### config.mk
export PLATFORM = sky130hd
export DESIGN_NAME = assignment6_part1_flat
export DESIGN_NICKNAME = d
export VERILOG_FILES = /design/src/rtl/assignment6_part1_if.sv /design/src/rtl/assignment6_part1.sv /design/src/flat_wrapper.sv
export SDC_FILE = /design/constraint.sdc
export NUM_CORES = 1
export LEC_CHECK = 0
export CELL_PAD_IN_SITES_DETAIL_PLACEMENT = 1
export CELL_PAD_IN_SITES_GLOBAL_PLACEMENT = 2
export CORE_MARGIN = 3
export CORE_UTILIZATION = 29
export DETAILED_ROUTE_END_ITERATION = 8
export PLACE_DENSITY = 0.73
export SYNTH_ARGS = -nofsm -noshare
export SYNTH_HDL_FRONTEND = slang
export SYNTH_SLANG_ARGS = --single-unit
export TNS_END_PERCENT = 50
### constraint.sdc
create_clock -name clk -period 3.4 [get_ports clk]
set_input_delay 0.68 -clock clk [delete_from_list [all_inputs] [get_ports clk]]
set_output_delay 0.68 -clock clk [all_outputs]
set_load 0.05 [all_outputs]
### src/rtl/assignment6_part1_if.sv
// assignment6_part1_if: byte-stream input and marker result bundle for the marker detector
// character/enable_character: one byte consumed per enabled clock; result: count at first marker end
interface assignment6_part1_if #(
  parameter int CNT_W = 16
);
  logic [7:0] character;
  logic enable_character;
  logic [CNT_W-1:0] result;
  modport master(output character, enable_character, input result);
  modport slave(input character, enable_character, output result);
endinterface

### src/rtl/assignment6_part1.sv
// assignment6_part1: streaming start-of-packet marker detector
// clk, rst (sync, active-high); bus.character/bus.enable_character in, bus.result out (registered)
module assignment6_part1 #(
  parameter int MARKER_LEN = 4,
  parameter int CNT_W = 16
) (
  input logic clk,
  input logic rst,
  assignment6_part1_if.slave bus
);
  logic [MARKER_LEN-2:0][7:0] win;
  logic [MARKER_LEN-1:0][7:0] cand;
  logic [CNT_W-1:0] count;
  logic [CNT_W-1:0] count_n;
  logic found;
  logic distinct;
  // cand[0] is the incoming byte, cand[k] the k-th most recent previous byte
  assign cand = {win, bus.character};
  assign count_n = &count ? count : count + 1'b1;
  always_comb begin
    distinct = 1'b1;
    for (int i = 0; i < MARKER_LEN; i++)
      for (int j = i + 1; j < MARKER_LEN; j++)
        distinct = distinct & (cand[i] != cand[j]);
  end
  // the count gate keeps the zeroed window from ever taking part in a match
  always_ff @(posedge clk)
    if (rst) begin
      win <= '0;
      count <= '0;
      found <= 1'b0;
      bus.result <= '0;
    end else if (bus.enable_character && !found) begin
      win <= cand[MARKER_LEN-2:0];
      count <= count_n;
      if (count_n >= CNT_W'(MARKER_LEN) && distinct) begin
        found <= 1'b1;
        bus.result <= count_n;
      end
    end
endmodule

### src/flat_wrapper.sv
// flat-port wrapper written by rule: the top's interface ports become plain ports
module assignment6_part1_flat 
#(
  parameter int MARKER_LEN = 4,
  parameter int CNT_W = 16
)
  (clk, rst, bus_character, bus_enable_character, bus_result);
  input logic clk;
  input logic rst;
  input wire logic [$bits(bus_i.character)-1:0] bus_character;
  input wire logic [$bits(bus_i.enable_character)-1:0] bus_enable_character;
  output wire logic [$bits(bus_i.result)-1:0] bus_result;
  assignment6_part1_if #(.CNT_W(CNT_W)) bus_i ();
  assign bus_i.character = bus_character;
  assign bus_i.enable_character = bus_enable_character;
  assign bus_result = bus_i.result;
  assignment6_part1 #(.MARKER_LEN(MARKER_LEN), .CNT_W(CNT_W)) u_core (.clk(clk), .rst(rst), .bus(bus_i));
endmodule
# Yosys cells after proc, flatten, opt, wreduce, memory -nomap -nowiden
# Cells that the tools add are included.
# word_totals
ff_bits,57
input_bits,11
output_inout_bits,16
word_cells,25
# op_classes
add_sub_neg,1
n_lt_le_gt_ge,1
n_eq_ne,6
muxes,1
bitwise_logic,5
n_reduce_logical,5
# ops
cell,count
8-bit != test,6
16-bit by 1-bit adder with 16-bit output (second input constant),1
16-bit by 3-bit greater-or-equal comparator with 1-bit output (second input constant),1
16-bit 2-to-1 mux,1
16-bit AND reduction,1
1-bit bitwise AND,5
1-bit logical AND,2
2-bit AND reduction,1
1-bit zero test,1

# Logic depth before layout (Yosys ltp)
# Gate-level depths: netlist of run 1.
# depth
depth_word,8
ltp_mapped,11

# Least setup slack after synthesis of run 1
# OpenSTA, ideal clock, no wires.
# synth_timing
kind,register -> register
start,register u_core.count[0]
end,register u_core.bus.result[0]
setup_ps,121
t_arrival_ps,2569
t_required_ps,3279
slack_ps,710
stages_incl_launch_ff,10
path_buffers,1
synth_period_minus_slack_ps,2690
cell_sequence,dfxtp_1 ha_1 nand3_1 nor4_1 mux2i_1 o21ai_0 nor3_1 a31o_1 buf_6 mux2_4
# synth_via
elab_chain_len,5
elab_cells_between_ends,6
# synth_rtl
element,line,source
from (decl),assignment6_part1.sv:13,logic [CNT_W-1:0] count;
from (signal assigned),assignment6_part1.sv:35,count <= count_n;
16-bit by 1-bit adder with 16-bit output or 16-bit AND reduction (tied branches),assignment6_part1.sv:19,assign count_n = &count ? count : count + 1'b1;
16-bit 2-to-1 mux *,assignment6_part1.sv:19,
16-bit by 3-bit greater-or-equal comparator with 1-bit output,assignment6_part1.sv:36,if (count_n >= CNT_W'(MARKER_LEN) && distinct) begin
1-bit logical AND,assignment6_part1.sv:36,
2-bit AND reduction (no line),--,
to (signal assigned),assignment6_part1.sv:38,bus.result <= count_n;
to (decl),assignment6_part1_if.sv:10,"modport slave(input character, enable_character, output result);"
# Every way passes the cells marked *; elsewhere a longest branch is shown, timed or not.
# A chain may end at the register's enable or synchronous reset.

# Worst setup path in the final report of run 1
# layout_timing
start,register u_core.count[0]
end,register u_core.bus.result[8]
# Same word-level chain as after synthesis.

==> results of run 1 <==
## worst reg2reg max path: cells and delay by family (launching register included)
kind	cells	cell delay [ns]
flops	1	0.44
simple gates	2	0.50
mux	2	0.68
buf+inv	1	0.22
fa+ha+maj	1	0.29
compound gates	3	0.91
## sequential cells by signal (all words and copies together) (netlist names)
name and flops:
u_core.cand 24, u_core.bus.result 16, u_core.count 16, u_core.found 1
## area by class of cell
| cell class | count | area (um^2) |
|---|---|---|
| sequential | 57 | 1140 |
| multi-input combinational | 309 | 2030 |
| tap | 140 | 175 |
| timing repair buffer | 37 | 338 |
| inverter | 2 | 7.51 |
| clock buffer | 13 | 260 |
| clock inverter | 3 | 15.0 |
| fill | 1295 | 7110 |
## cell families after synthesis
group / count (synthesis) / synth area share
mux: 17 / 0.0610
simple gates: 158 / 0.237
fa+ha+maj: 1 / 0.00372
flops: 57 / 0.339
compound gates: 65 / 0.125
xor+xnor: 68 / 0.177
buf+inv: 42 / 0.0576
## layout by cell type (no fill, tap or decap), types with 10 or more instances in the layout
cell | synthesis | final
nor2_1 | 20 | 20
xnor2_1 | 35 | 35
xor2_1 | 33 | 33
buf_4 | 2 | 11
dfxtp_1 | 57 | 57
nand2b_1 | 10 | 10
a21oi_1 | 44 | 44
clkdlybuf4s50_1 | 0 | 25
nand2_1 | 69 | 69
## per-layer routing
metal	up-vias	GRT usage	wire length, um
li1	1377	-	-
met1	1333	0.206	4470
met2	27	0.225	4050
met3	6	0.0430	250
met4	0	0.0409	87
met5	-	0	0
## final timing paths
check	start	end	slack, ns	depth (start not counted)
max reg2reg	u_core.count[0]	u_core.bus.result[8]	0.24	9
max	u_core.count[0]	u_core.bus.result[8]	0.24	9
min	u_core.bus.result[7]	u_core.bus.result[7]	0.48	2
min reg2reg	u_core.bus.result[7]	u_core.bus.result[7]	0.48	2
## power by group
group          leakage [nW]  switching (mW)  total (mW)  internal, mW
Combinational         0.829          0.0835       0.146        0.0628
Clock                 0.139           0.299       0.827         0.528
Sequential            0.462          0.0220       0.704         0.682
Total                  1.43           0.404        1.68          1.27
## through the flow
| step | hold WS (ns) | utilization |
|---|---|---|
| after floorplan | 0.446 | - |
| after global placement | 0.465 | 0.334 |
| after detailed placement | 0.475 | 0.334 |
| after CTS | 0.485 | 0.358 |
| after global routing | 0.500 | 0.358 |
| final | 0.479 | 0.358 |
==> impl_metrics.env, run 1 <==
export IMPL_finalCritPeriodShare=0.929
export IMPL_min_period_ns=3.16
export IMPL_seq_area_frac_synth=0.339
export IMPL_synth_area_top_cells="dfxtp_1, xnor2_1, xor2_1"
export IMPL_drive_gt1_frac=0.121
export IMPL_antenna_found_initial=0
export IMPL_wl_per_cell_um=15.8
export IMPL_min_path_type="flop to flop"
export IMPL_crit_path_start_kind="flop"
export IMPL_dieArea_um2=12900
export IMPL_timing_fmax_mhz=317
export IMPL_drt_total_wl_um=8860
export IMPL_initialDrtViolationCount=102
export IMPL_leakagePower_nw=1.43
export IMPL_placed_cell_area_um2=3690
export IMPL_worst_pin_slew_ns=0.533
export IMPL_path_delay_family="compound AO/OA/AOI/OAI gates"
export IMPL_post_dp_hpwl_um=6590
export IMPL_arrival_ns=3.37
export IMPL_dr_pass1_iters=4
export IMPL_fin_cells=561
export IMPL_synth_top_area_frac=0.339
export IMPL_synth_cells=408
export IMPL_setup_ws_ns=0.243
export IMPL_clk_pin_slew_ns=0.05
export IMPL_worstPathCellList="ha_1 > nand3_1 > nor3_1 > mux2i_1 > o21ai_0 > a2111oi_4 > a31o_1 > buf_4 > mux2_4"
export IMPL_cts_tree="yes"
export IMPL_ys_seq_elements=57
export IMPL_grt_pass1_vias=2862
export IMPL_fin_skew_ns=0.0118
export IMPL_cp_end_kind="flop"
export IMPL_yosysWarnings=0
export IMPL_synth_async_sr_flop_share=0
export IMPL_start_util=0.304
export IMPL_cts_buffer_depth=2
export IMPL_slew_headroom=0.644
export IMPL_ir_drop_v=0.000307
export IMPL_antennaDiodeCount=0
export IMPL_ant_nets=0
export IMPL_cts_root_buf="clkbuf_16"
export IMPL_ctsHoldBuffers=0
export IMPL_cts_resized=0
export IMPL_synth_main_ff_cell="dfxtp_1"
export IMPL_finalMaxSlewViolations=0
export IMPL_synth_most_common_cell="nand2_1"
export IMPL_dp_slack_ns=0.299
export IMPL_hold_viol=0
export IMPL_die_w_um=114
export IMPL_max_stage_delay_ns=0.49
export IMPL_grt_ovfl_total=0
export IMPL_critPathSlowestCell="a2111oi_4"
export IMPL_synth_area_um2=3370
export IMPL_synth_top_cells_by_count="nand2_1, dfxtp_1, a21oi_1"
export IMPL_critical_path_class="flop to flop"
export IMPL_syn_avg_cell_area_um2=8.25
export IMPL_fp_row_count=38
export IMPL_cts_sinks=57
export IMPL_drc=0
export IMPL_maxCapViolations=0
export IMPL_grt_usage=0.148
export IMPL_grt_max_degree=30
export IMPL_required_ns=3.61
export IMPL_dr_total_vias=2743
export IMPL_io_buffers=26
export IMPL_clock_latency_ns=0.33
export IMPL_finish_instance_area_um2=3970
export IMPL_synth_edff_count=0
export IMPL_placed_cells=545
export IMPL_cts_setup_buffers=0
export IMPL_h_tree_depth=3
export IMPL_setup_tns_final_ns=0
export IMPL_power_total_mw=1.68
export IMPL_status="finished, final reports clean"
export IMPL_synth_cell_types=46
export IMPL_grt_pass1_wl_um=15100
export IMPL_pin_count=27
export IMPL_numCtsBuffers=9
export IMPL_drt_vias_per_instance=4.89
export IMPL_die_h_um=114
export IMPL_powerDensity_nw_per_um2=422
export IMPL_core_um2=11100
export IMPL_fin_nets=428
export IMPL_cp_buffers_inverters=1
export IMPL_finalSetupViolations=0
export IMPL_syn2layout_area_growth_pct=18.0
export IMPL_yosysTopAreaCell="dfxtp_1"
export IMPL_cp_max_fo=9
export IMPL_rsz0062_at_grt="false"
export IMPL_gp_congestion=0.795
export IMPL_synth_nets=420
Power figures use the tool's default switching activity.
==> run 2: changes to the inputs <==
SLEW_MARGIN = 20   (was not set)
==> results of run 2 <==
Final layout, timing and power as in run 1 (identical DEF).
==> run 3: changes to the inputs <==
DONT_BUFFER_PORTS = 1   (was not set)
PLACE_DENSITY = 0.69   (was 0.73)
==> run 3 against run 2 <==
Against the previous run: sequential power about the same; sequential cell count unchanged; largest power group unchanged; final area down 5.7%; combinational power down 25%; critical endpoint is now u_core.bus.result[3]; fmax up 1.3%; worst hold slack worse by 0.054 ns.
==> impl_metrics.env, run 3 (synthesis gave the netlist of run 1 again) <==
export IMPL_slew_headroom=0.614
export IMPL_timing_fmax_mhz=321
export IMPL_largest_register_ffs=24
export IMPL_post_dp_hpwl_um=6190
export IMPL_worstPathCellList="ha_1 > nand3_1 > nor3_1 > mux2i_1 > o21ai_0 > a2111oi_4 > a31o_2 > mux2_4"
export IMPL_rsz0062_at_grt="false"
export IMPL_dr_total_vias=2690
export IMPL_dr_pass1_iters=4
export IMPL_min_path_type="primary input to flop"
export IMPL_hp_start="rst"
export IMPL_layout_common_cells="nand2_1, dfxtp_1, a21oi_1"
export IMPL_final_common_cell="nand2_1"
export IMPL_min_period_ns=3.12
export IMPL_clk_pin_slew_ns=0.05
export IMPL_io_buffers=0
export IMPL_grt_ovfl_total=0
export IMPL_h_tree_depth=3
export IMPL_cts_tree="yes"
export IMPL_cts_sinks=57
export IMPL_cp_buffers_inverters=0
export IMPL_hold_end="u_core.found"
export IMPL_syn2layout_area_growth_pct=11.3
export IMPL_use_met1=0.209
export IMPL_ant_nets=0
export IMPL_r2r_end="u_core.bus.result[3]"
export IMPL_die_h_um=114
export IMPL_critPathSlowestCell="dfxtp_1"
export IMPL_required_ns=3.62
export IMPL_arrival_ns=3.33
export IMPL_status="finished, final reports clean"
export IMPL_fin_skew_ns=0.00565
export IMPL_grtUsageMet2=0.214
export IMPL_core_um2=11100
export IMPL_critical_path_class="flop to flop"
export IMPL_wl_per_cell_um=16.5
export IMPL_drt_total_wl_um=8770
export IMPL_finish_instance_area_um2=3740
export IMPL_rrSetupSlack_ns=0.28
export IMPL_r2r_cells=8
export IMPL_drt_vias_per_instance=5.06
export IMPL_gp_congestion=0.830
export IMPL_fin_nets=399
export IMPL_finalMaxSlewViolations=0
export IMPL_fp_row_count=38
export IMPL_grt_max_degree=73
export IMPL_max_stage_delay_ns=0.44
export IMPL_maxCapViolations=0
export IMPL_dieArea_um2=12900
export IMPL_finalSetupViolations=0
export IMPL_drive_gt1_frac=0.125
export IMPL_worst_pin_slew_ns=0.578
export IMPL_placed_cell_area_um2=3420
export IMPL_setup_tns_final_ns=0
export IMPL_met3_usage=0.0345
export IMPL_cts_root_buf="clkbuf_16"
export IMPL_grt_usage=0.147
export IMPL_cts_resized=0
export IMPL_start_util=0.304
export IMPL_clock_latency_ns=0.33
export IMPL_ctsHoldBuffers=0
export IMPL_leakagePower_nw=1.34
export IMPL_drc=0
export IMPL_grt_pass1_wl_um=15000
export IMPL_hold_viol=0
export IMPL_antennaDiodeCount=0
export IMPL_pin_count=27
export IMPL_busiest_layer="met2"
export IMPL_finalCritPeriodShare=0.916
export IMPL_whs_path_depth=1
export IMPL_die_w_um=114
export IMPL_path_delay_family="compound AO/OA/AOI/OAI gates"
export IMPL_grt_pass1_vias=2803
export IMPL_cts_buffer_depth=2
export IMPL_numCtsBuffers=9
export IMPL_powerDensity_nw_per_um2=478
export IMPL_worstReg2RegStart="u_core.count[0]"
export IMPL_cp_end_kind="flop"
export IMPL_cts_setup_buffers=0
export IMPL_ir_drop_v=0.000279
export IMPL_initialDrtViolationCount=156
export IMPL_antenna_found_initial=0
export IMPL_cp_max_fo=8
export IMPL_crit_path_start_kind="flop"
run 3: changes by cell type in the layout (fill, tap and decap cells not counted), moves of 3 or more:
cell | before | now
clkinv_2 | 3 | 0
buf_4 | 11 | 8
clkdlybuf4s50_1 | 25 | 0
clkbuf_8 | 2 | 5
run 3: how the worst max path moves through the flow:
stage               slack [ns]  depth (start not counted)               endpoint       startpoint
floorplan                 0.71                          9   u_core.bus.result[0]  u_core.count[0]
detailed placement        0.20                          8   u_core.bus.result[3]  u_core.count[0]
finish                    0.28                          8   u_core.bus.result[3]  u_core.count[0]
global route             0.007                          9  u_core.bus.result[11]  u_core.count[0]
CTS                       0.14                          8   u_core.bus.result[3]  u_core.count[0]
global placement          0.32                          8   u_core.bus.result[1]  u_core.count[0]
run 3: power breakdown:
part | leakage (nW) | switching (mW) | internal [mW]
clock network | 0.162 | 0.310 | 0.667
registers | 0.462 | 0.0233 | 0.682
logic | 0.721 | 0.0586 | 0.0503
total | 1.34 | 0.392 | 1.40
run 3: through the flow:
step / total power, mW / cells / hold slack [ns] / utilization / worst slack, ns
global placement: 0.828 / 516 / 0.506 / 0.308 / 0.315
floorplan: 0.811 / 408 / 0.446 / - / 0.710
global route: 1.87 / 532 / 0.416 / 0.338 / 0.00651
CTS: 1.82 / 532 / 0.405 / 0.338 / 0.143
finish: 1.79 / 532 / 0.425 / 0.338 / 0.284
detailed placement: 0.830 / 516 / 0.516 / 0.308 / 0.200
run 3: layer usage:
layer | vias up | wire, um
li1 | 1328 | -
met1 | 1323 | 4550
met2 | 29 | 3840
met3 | 10 | 242
met4 | 0 | 142
met5 | - | 0
run 3: worst reg2reg max path, cell delays in order (launching register included):
cell	delay [ns]
dfxtp_1	0.44
ha_1	0.31
nand3_1	0.27
nor3_1	0.28
mux2i_1	0.29
o21ai_0	0.22
a2111oi_4	0.44
a31o_2	0.41
mux2_4	0.34
run 3: final cells by class:
type / count / area (um^2)
multi-input cells: 309 / 2030
flip-flops and latches: 57 / 1140
repair buffers: 8 / 60.1
inverters: 2 / 7.51
clock buffers: 15 / 298
clock inverters: 1 / 30.0
well taps: 140 / 175
fillers: 1305 / 7330
